==> config.mk <==
export PLATFORM = sky130hd
export DESIGN_NAME = fg_config_loader
export DESIGN_NICKNAME = d
export VERILOG_FILES = /design/src/rtl/fg_config_loader.sv
export SDC_FILE = /design/constraint.sdc
export NUM_CORES = 1
export LEC_CHECK = 0
export BUFFER_PORTS_ARGS = -buffer_cell sky130_fd_sc_hd__buf_2
export CELL_PAD_IN_SITES_DETAIL_PLACEMENT = 1
export CELL_PAD_IN_SITES_GLOBAL_PLACEMENT = 2
export CORE_ASPECT_RATIO = 0.6
export CORE_MARGIN = 2
export CORE_UTILIZATION = 31
export CTS_BUF_LIST = sky130_fd_sc_hd__clkbuf_4 sky130_fd_sc_hd__clkbuf_8 sky130_fd_sc_hd__clkbuf_16
export CTS_CLUSTER_SIZE = 12
export DETAILED_ROUTE_END_ITERATION = 8
export GPL_TIMING_DRIVEN = 0
export HOLD_SLACK_MARGIN = 0.02
export PLACE_DENSITY = 0.65
export SLEW_MARGIN = 10
export SYNTH_ARGS = -nofsm -noshare
export SYNTH_HDL_FRONTEND = slang
export SYNTH_SLANG_ARGS = --single-unit
export TNS_END_PERCENT = 5
==> constraint.sdc <==
create_clock -name clk_i -period 3.7 [get_ports clk_i]
set_input_delay 0.185 -clock clk_i [delete_from_list [all_inputs] [get_ports clk_i]]
set_output_delay 0.185 -clock clk_i [all_outputs]
set_load 0.005 [all_outputs]
==> src/rtl/fg_config_loader.sv <==
// fg_config_loader: SPI mode-0 slave that fills a shadow config word and commits it atomically
// to the active generator bus, also owning output enable and active-word read-back.
module fg_config_loader #(
  parameter int CONFIG_REG_BITWIDTH = 64,
  parameter int SYNC_STAGES = 2
) (
  input  logic                           clk_i,
  input  logic                           rstn_i,
  input  logic                           spi_sclk_i,
  input  logic                           spi_csn_i,
  input  logic                           spi_mosi_i,
  output logic                           spi_miso_o,
  output logic [CONFIG_REG_BITWIDTH-1:0] CR_bus_o,
  output logic                           outputEnable_o,
  output logic                           configUpdate_STRB_o,
  output logic                           frameError_o
);
  localparam int W = CONFIG_REG_BITWIDTH;
  localparam int CW = $clog2(W + 1);
  typedef enum logic [2:0] {WAIT_IDLE, IDLE, CMD, WRITE, READ, HOLD} state_t;
  typedef enum logic [1:0] {A_NONE, A_COMMIT, A_OFF, A_ON} act_t;
  logic [SYNC_STAGES-1:0] sclk_q, csn_q, mosi_q;
  logic sclk_p_q, csn_p_q;
  logic sclk_s, csn_s, mosi_s, sclk_rise, sclk_fall, cs_rise, cs_fall;
  state_t state_q, state_d;
  act_t act_q, act_d;
  logic [CW-1:0] cnt_q, cnt_d;
  logic [W-2:0] sh_q, sh_d;
  logic [W-1:0] shadow_q, shadow_d, cr_q, cr_d, rd_q, rd_d;
  logic oe_q, oe_d, strb_q, strb_d, ferr_q, ferr_d, miso_q, miso_d;
  logic [7:0] cmd;
  // CS synchronizer resets to "selected" so a frame already in progress at reset is never seen as a fresh fall
  always_ff @(posedge clk_i or negedge rstn_i) begin
    if (!rstn_i) begin
      sclk_q <= '0;
      csn_q <= '0;
      mosi_q <= '0;
      sclk_p_q <= 1'b0;
      csn_p_q <= 1'b0;
    end else begin
      sclk_q <= {sclk_q[SYNC_STAGES-2:0], spi_sclk_i};
      csn_q <= {csn_q[SYNC_STAGES-2:0], spi_csn_i};
      mosi_q <= {mosi_q[SYNC_STAGES-2:0], spi_mosi_i};
      sclk_p_q <= sclk_s;
      csn_p_q <= csn_s;
    end
  end
  assign sclk_s = sclk_q[SYNC_STAGES-1];
  assign csn_s = csn_q[SYNC_STAGES-1];
  assign mosi_s = mosi_q[SYNC_STAGES-1];
  assign sclk_rise = sclk_s & ~sclk_p_q;
  assign sclk_fall = ~sclk_s & sclk_p_q;
  assign cs_rise = csn_s & ~csn_p_q;
  assign cs_fall = ~csn_s & csn_p_q;
  assign cmd = {sh_q[6:0], mosi_s};
  always_comb begin
    state_d = state_q;
    act_d = act_q;
    cnt_d = cnt_q;
    sh_d = sh_q;
    shadow_d = shadow_q;
    cr_d = cr_q;
    rd_d = rd_q;
    oe_d = oe_q;
    strb_d = 1'b0;
    ferr_d = 1'b0;
    miso_d = (state_q == READ) ? miso_q : 1'b0;
    if (state_q == WAIT_IDLE) begin
      if (csn_s) state_d = IDLE;
    end else if (cs_rise) begin
      state_d = IDLE;
      act_d = A_NONE;
      miso_d = 1'b0;
      ferr_d = (state_q == CMD) || (state_q == WRITE);
      if (state_q == HOLD) begin
        strb_d = act_q == A_COMMIT;
        cr_d = (act_q == A_COMMIT) ? shadow_q : cr_q;
        oe_d = (act_q == A_OFF) ? 1'b0 : (act_q == A_ON) ? 1'b1 : oe_q;
      end
    end else begin
      case (state_q)
        IDLE: if (cs_fall) begin
          state_d = CMD;
          cnt_d = '0;
          act_d = A_NONE;
        end
        CMD: if (sclk_rise) begin
          sh_d = {sh_q[W-3:0], mosi_s};
          cnt_d = cnt_q + 1'b1;
          if (cnt_q == CW'(7)) begin
            cnt_d = '0;
            state_d = (cmd == 8'h01) ? WRITE : (cmd == 8'h03) ? READ : HOLD;
            act_d = (cmd == 8'h02) ? A_COMMIT : (cmd == 8'h10) ? A_OFF : (cmd == 8'h11) ? A_ON : A_NONE;
            rd_d = {cr_q[W-2:0], 1'b0};
            miso_d = (cmd == 8'h03) & cr_q[W-1];
          end
        end
        WRITE: if (sclk_rise) begin
          sh_d = {sh_q[W-3:0], mosi_s};
          cnt_d = cnt_q + 1'b1;
          if (cnt_q == CW'(W - 1)) begin
            shadow_d = {sh_q, mosi_s};
            state_d = HOLD;
          end
        end
        READ: begin
          // the falling edge closing the command byte must not advance past the MSB
          if (sclk_rise) cnt_d = CW'(1);
          if (sclk_fall && cnt_q != '0) begin
            miso_d = rd_q[W-1];
            rd_d = {rd_q[W-2:0], 1'b0};
          end
        end
        default: ;
      endcase
    end
  end
  always_ff @(posedge clk_i or negedge rstn_i) begin
    if (!rstn_i) begin
      state_q <= WAIT_IDLE;
      act_q <= A_NONE;
      cnt_q <= '0;
      sh_q <= '0;
      shadow_q <= '0;
      cr_q <= '0;
      rd_q <= '0;
      oe_q <= 1'b0;
      strb_q <= 1'b0;
      ferr_q <= 1'b0;
      miso_q <= 1'b0;
    end else begin
      state_q <= state_d;
      act_q <= act_d;
      cnt_q <= cnt_d;
      sh_q <= sh_d;
      shadow_q <= shadow_d;
      cr_q <= cr_d;
      rd_q <= rd_d;
      oe_q <= oe_d;
      strb_q <= strb_d;
      ferr_q <= ferr_d;
      miso_q <= miso_d;
    end
  end
  assign spi_miso_o = miso_q;
  assign CR_bus_o = cr_q;
  assign outputEnable_o = oe_q;
  assign configUpdate_STRB_o = strb_q;
  assign frameError_o = ferr_q;
endmodule
==> run summary <==
hpwl dp: 16,970 um
H-tree depth: 1
Final #Nets: 922
vias in the first global route: 6,923
Antenna Nets Post-Route: 0
grt total ovfl: 0
Placed Area: 12,590 um2
Slew @ Worst Pin: 0.6993 ns
number of synthesized flops with an enable pin: 0
Sink Count: 278
fin util: 37.03%
Fin Setup TNS: 0 ns
Top Ports: 73
Routed WL per cell: 17.88 um
Pwr Density: 492.9 nW/um2
Final Total Pwr: 6.659 mW
Filler cells: 3,814
FF+latch area: 6957 um2
pre-CTS WS: 1.102 ns
Mapped Area: 11,540 um2
type of origin of the critical path: flop
cts bufs inserted: 29
post-route DRC violation count: 0
worst min path class: input pin to async pin
fin crit period: 2.532 ns
adder-cell area share of the yosys netlist: 0.4335%
final instance area: 13,510 um2
Die ar.: 38,850 um2
final setup margin: 1.168 ns
TritonCTS clock tree: done
CP Max Fanout: 10
CP Buf/Inv Count: 2
register area share after synthesis: 60.26%
DR vias: 6,577
Post-CTS Setup Repair Bufs: 0
final hold violations: 0
Worst VDD drop: 0.2978 mV
largest net degree at the start of global routing: 97
die height: 153.5 um
async set or reset register ratio after synthesis: 100.0%
GR Util All Layers: 13.51%
Max Cap Viol: 0
Worst path max stage delay: 0.56 ns
Post-Synth XOR/XNOR Area: 0%
Multi-input gate area: 4224 um2
Synth Register Bits: 278
synthesized net count: 812
clock buffer depth: 3
compound-gate portion of the synthesized area: 4.422%
P_leak: 6.653 nW
IO Port Bufs: 72
clk_skew: 0.01057 ns
routability congestion estimate: 0.7431
layout cell share with drive strength beyond 1: 39.03%
post-synth top area share: 60.26%
DRT Wirelength: 25,050 um
top-count cell post-synth: dfrtp_1
std cell rows: 54
main combinational cell family by area after synthesis: multiplexers
clk_lat worst skew: 0.55 ns
die width: 253.1 um
first-pass GRT wire length: 41,550 um
CP most frequent cell: clkbuf_1
internal reg-to-reg setup slack: 1.17 ns
Top FF cell, synth: dfrtp_1
drt first pass iters: 4
vias per cell: 4.695
syn avg cell area: 14.38 um2
Mapped Cells: 803
RSZ-0062 raised after global routing: no
DRT iter0 DRCs: 334
# setup viols final: 0
slew margin rel.: 53.07%
antenna violations before repair: 0
Syn-to-layout area delta: 17.02%
crit-path leading delay family: compound AO/OA/AOI/OAI gates
CP Data Arrival Time: 2.93 ns
Cell Chain, Critical Path: clkbuf_1, nand2b_1, a2111oi_2, o21ai_2, clkbuf_1, o21ai_0
slowest stage cell on the critical path: o21ai_2
Synth area leaders: dfrtp_1 60%, mux2_2 13%, mux2_4 7.8%, mux2i_1 5.6%, o21ai_0 3.0%
Fmax: 394.9 MHz
CP Capture Type: flop
YS warnings: 0
worst reg2reg startpoint: state_q[1]$_DFFE_PN0P_
Netlist cell types: 47
area of the core: 36,490 um2
cell taking the most area after synthesis: dfrtp_1
fin crit share: 68.43%
Post-Synth Simple-Gate Area: 5.029%
CP startpoint: state_q[1]$_DFFE_PN0P_
status: finished clean
Root Driver: clkbuf_16
Clock Pin Slew Worst Setup and Hold Paths: 0.06 ns
Pins Over Slew Limit: 0
top cells by count, synth: 278 x dfrtp_1, 136 x mux2_2, 72 x nand2_1, 69 x o21ai_0, 65 x mux2i_1
critical path type: flop to flop
Initial Utilization: 31.64%
Antenna Cells: 0
CP required: 4.10 ns
mux contribution to synthesized area: 26.70%
## worst paths after layout
path | to | depth (start not counted)
min reg2reg | sclk_q[1]$_DFF_PN0_ | 0
min in group clk_i | mosi_q[0]$_DFF_PN0_ | 2
max in group asynchronous | CR_bus_o[49]$_DFFE_PN0P_ | 4
max reg2reg | rd_q[8]$_DFFE_PN0P_ | 6
min | rd_q[18]$_DFFE_PN0P_ | 2
max | rd_q[8]$_DFFE_PN0P_ | 6
## area by class of cell
class | instances | share of cell area [%]
buffer | 44 | 2.473
clock inverter | 6 | 0.4816
clock buffer | 37 | 6.002
sequential | 278 | 51.50
timing repair buffer | 79 | 3.649
multi-input combinational | 473 | 31.27
inverter | 8 | 0.2223
tap | 476 | 4.409
## sequential cells by signal, indices dropped and copies added, names as in the netlist, 2 cells and up
register and flops:
cnt_q 7, state_q 3, sclk_q 2, act_q 2, CR_bus_o 64, csn_q 2
shadow_q 64, rd_q 63, sh_q 63, mosi_q 2
## per-layer routing
metal	up-vias	GRT usage, %	part of all wire, %
li1	3059	-	-
met2	68	19.13	42
met3	31	2.384	3.0
met1	3419	21.34	53
met4	0	2.677	1.7
met5	-	0	0
## placed cells by master (no fill, tap or decap), types with 9 or more instances in the layout
cell	synthesis	final
buf_2	17	88
buf_4	10	10
clkbuf_1	9	9
clkbuf_16	0	29
dfrtp_1	278	278
mux2_2	136	136
mux2_4	60	60
mux2i_1	65	65
nand2_1	72	72
o21ai_0	69	69
## cell families (layout without fill, tap and decap cells)
| logic type | after synthesis | count (layout) |
|---|---|---|
| buf+inv | 52 | 174 |
| fa+ha+maj | 4 | 4 |
| simple gates | 113 | 113 |
| flops | 278 | 278 |
| compound gates | 95 | 95 |
| mux | 261 | 261 |
## metrics by stage
step	cells	hold slack (ns)
after global placement	1351	0.2931
final	1401	0.07903
after CTS	1401	0.06697
after global routing	1401	0.08146
after floorplan	803	-0.1106
after detailed placement	1354	0.06551
## timing repair
item                      CTS  global route
hold buffers                4             0
hold endpoints to repair  127             0
resized for setup           0             0
## where the power goes
| group | internal [mW] | total, mW | switching (mW) |
|---|---|---|---|
| logic | 0.274 | 0.722 | 0.447 |
| registers | 3.11 | 3.17 | 0.0650 |
| clock network | 1.59 | 2.77 | 1.17 |
| total | 4.97 | 6.66 | 1.68 |
No activity file was read; power rests on OpenSTA's default activity.
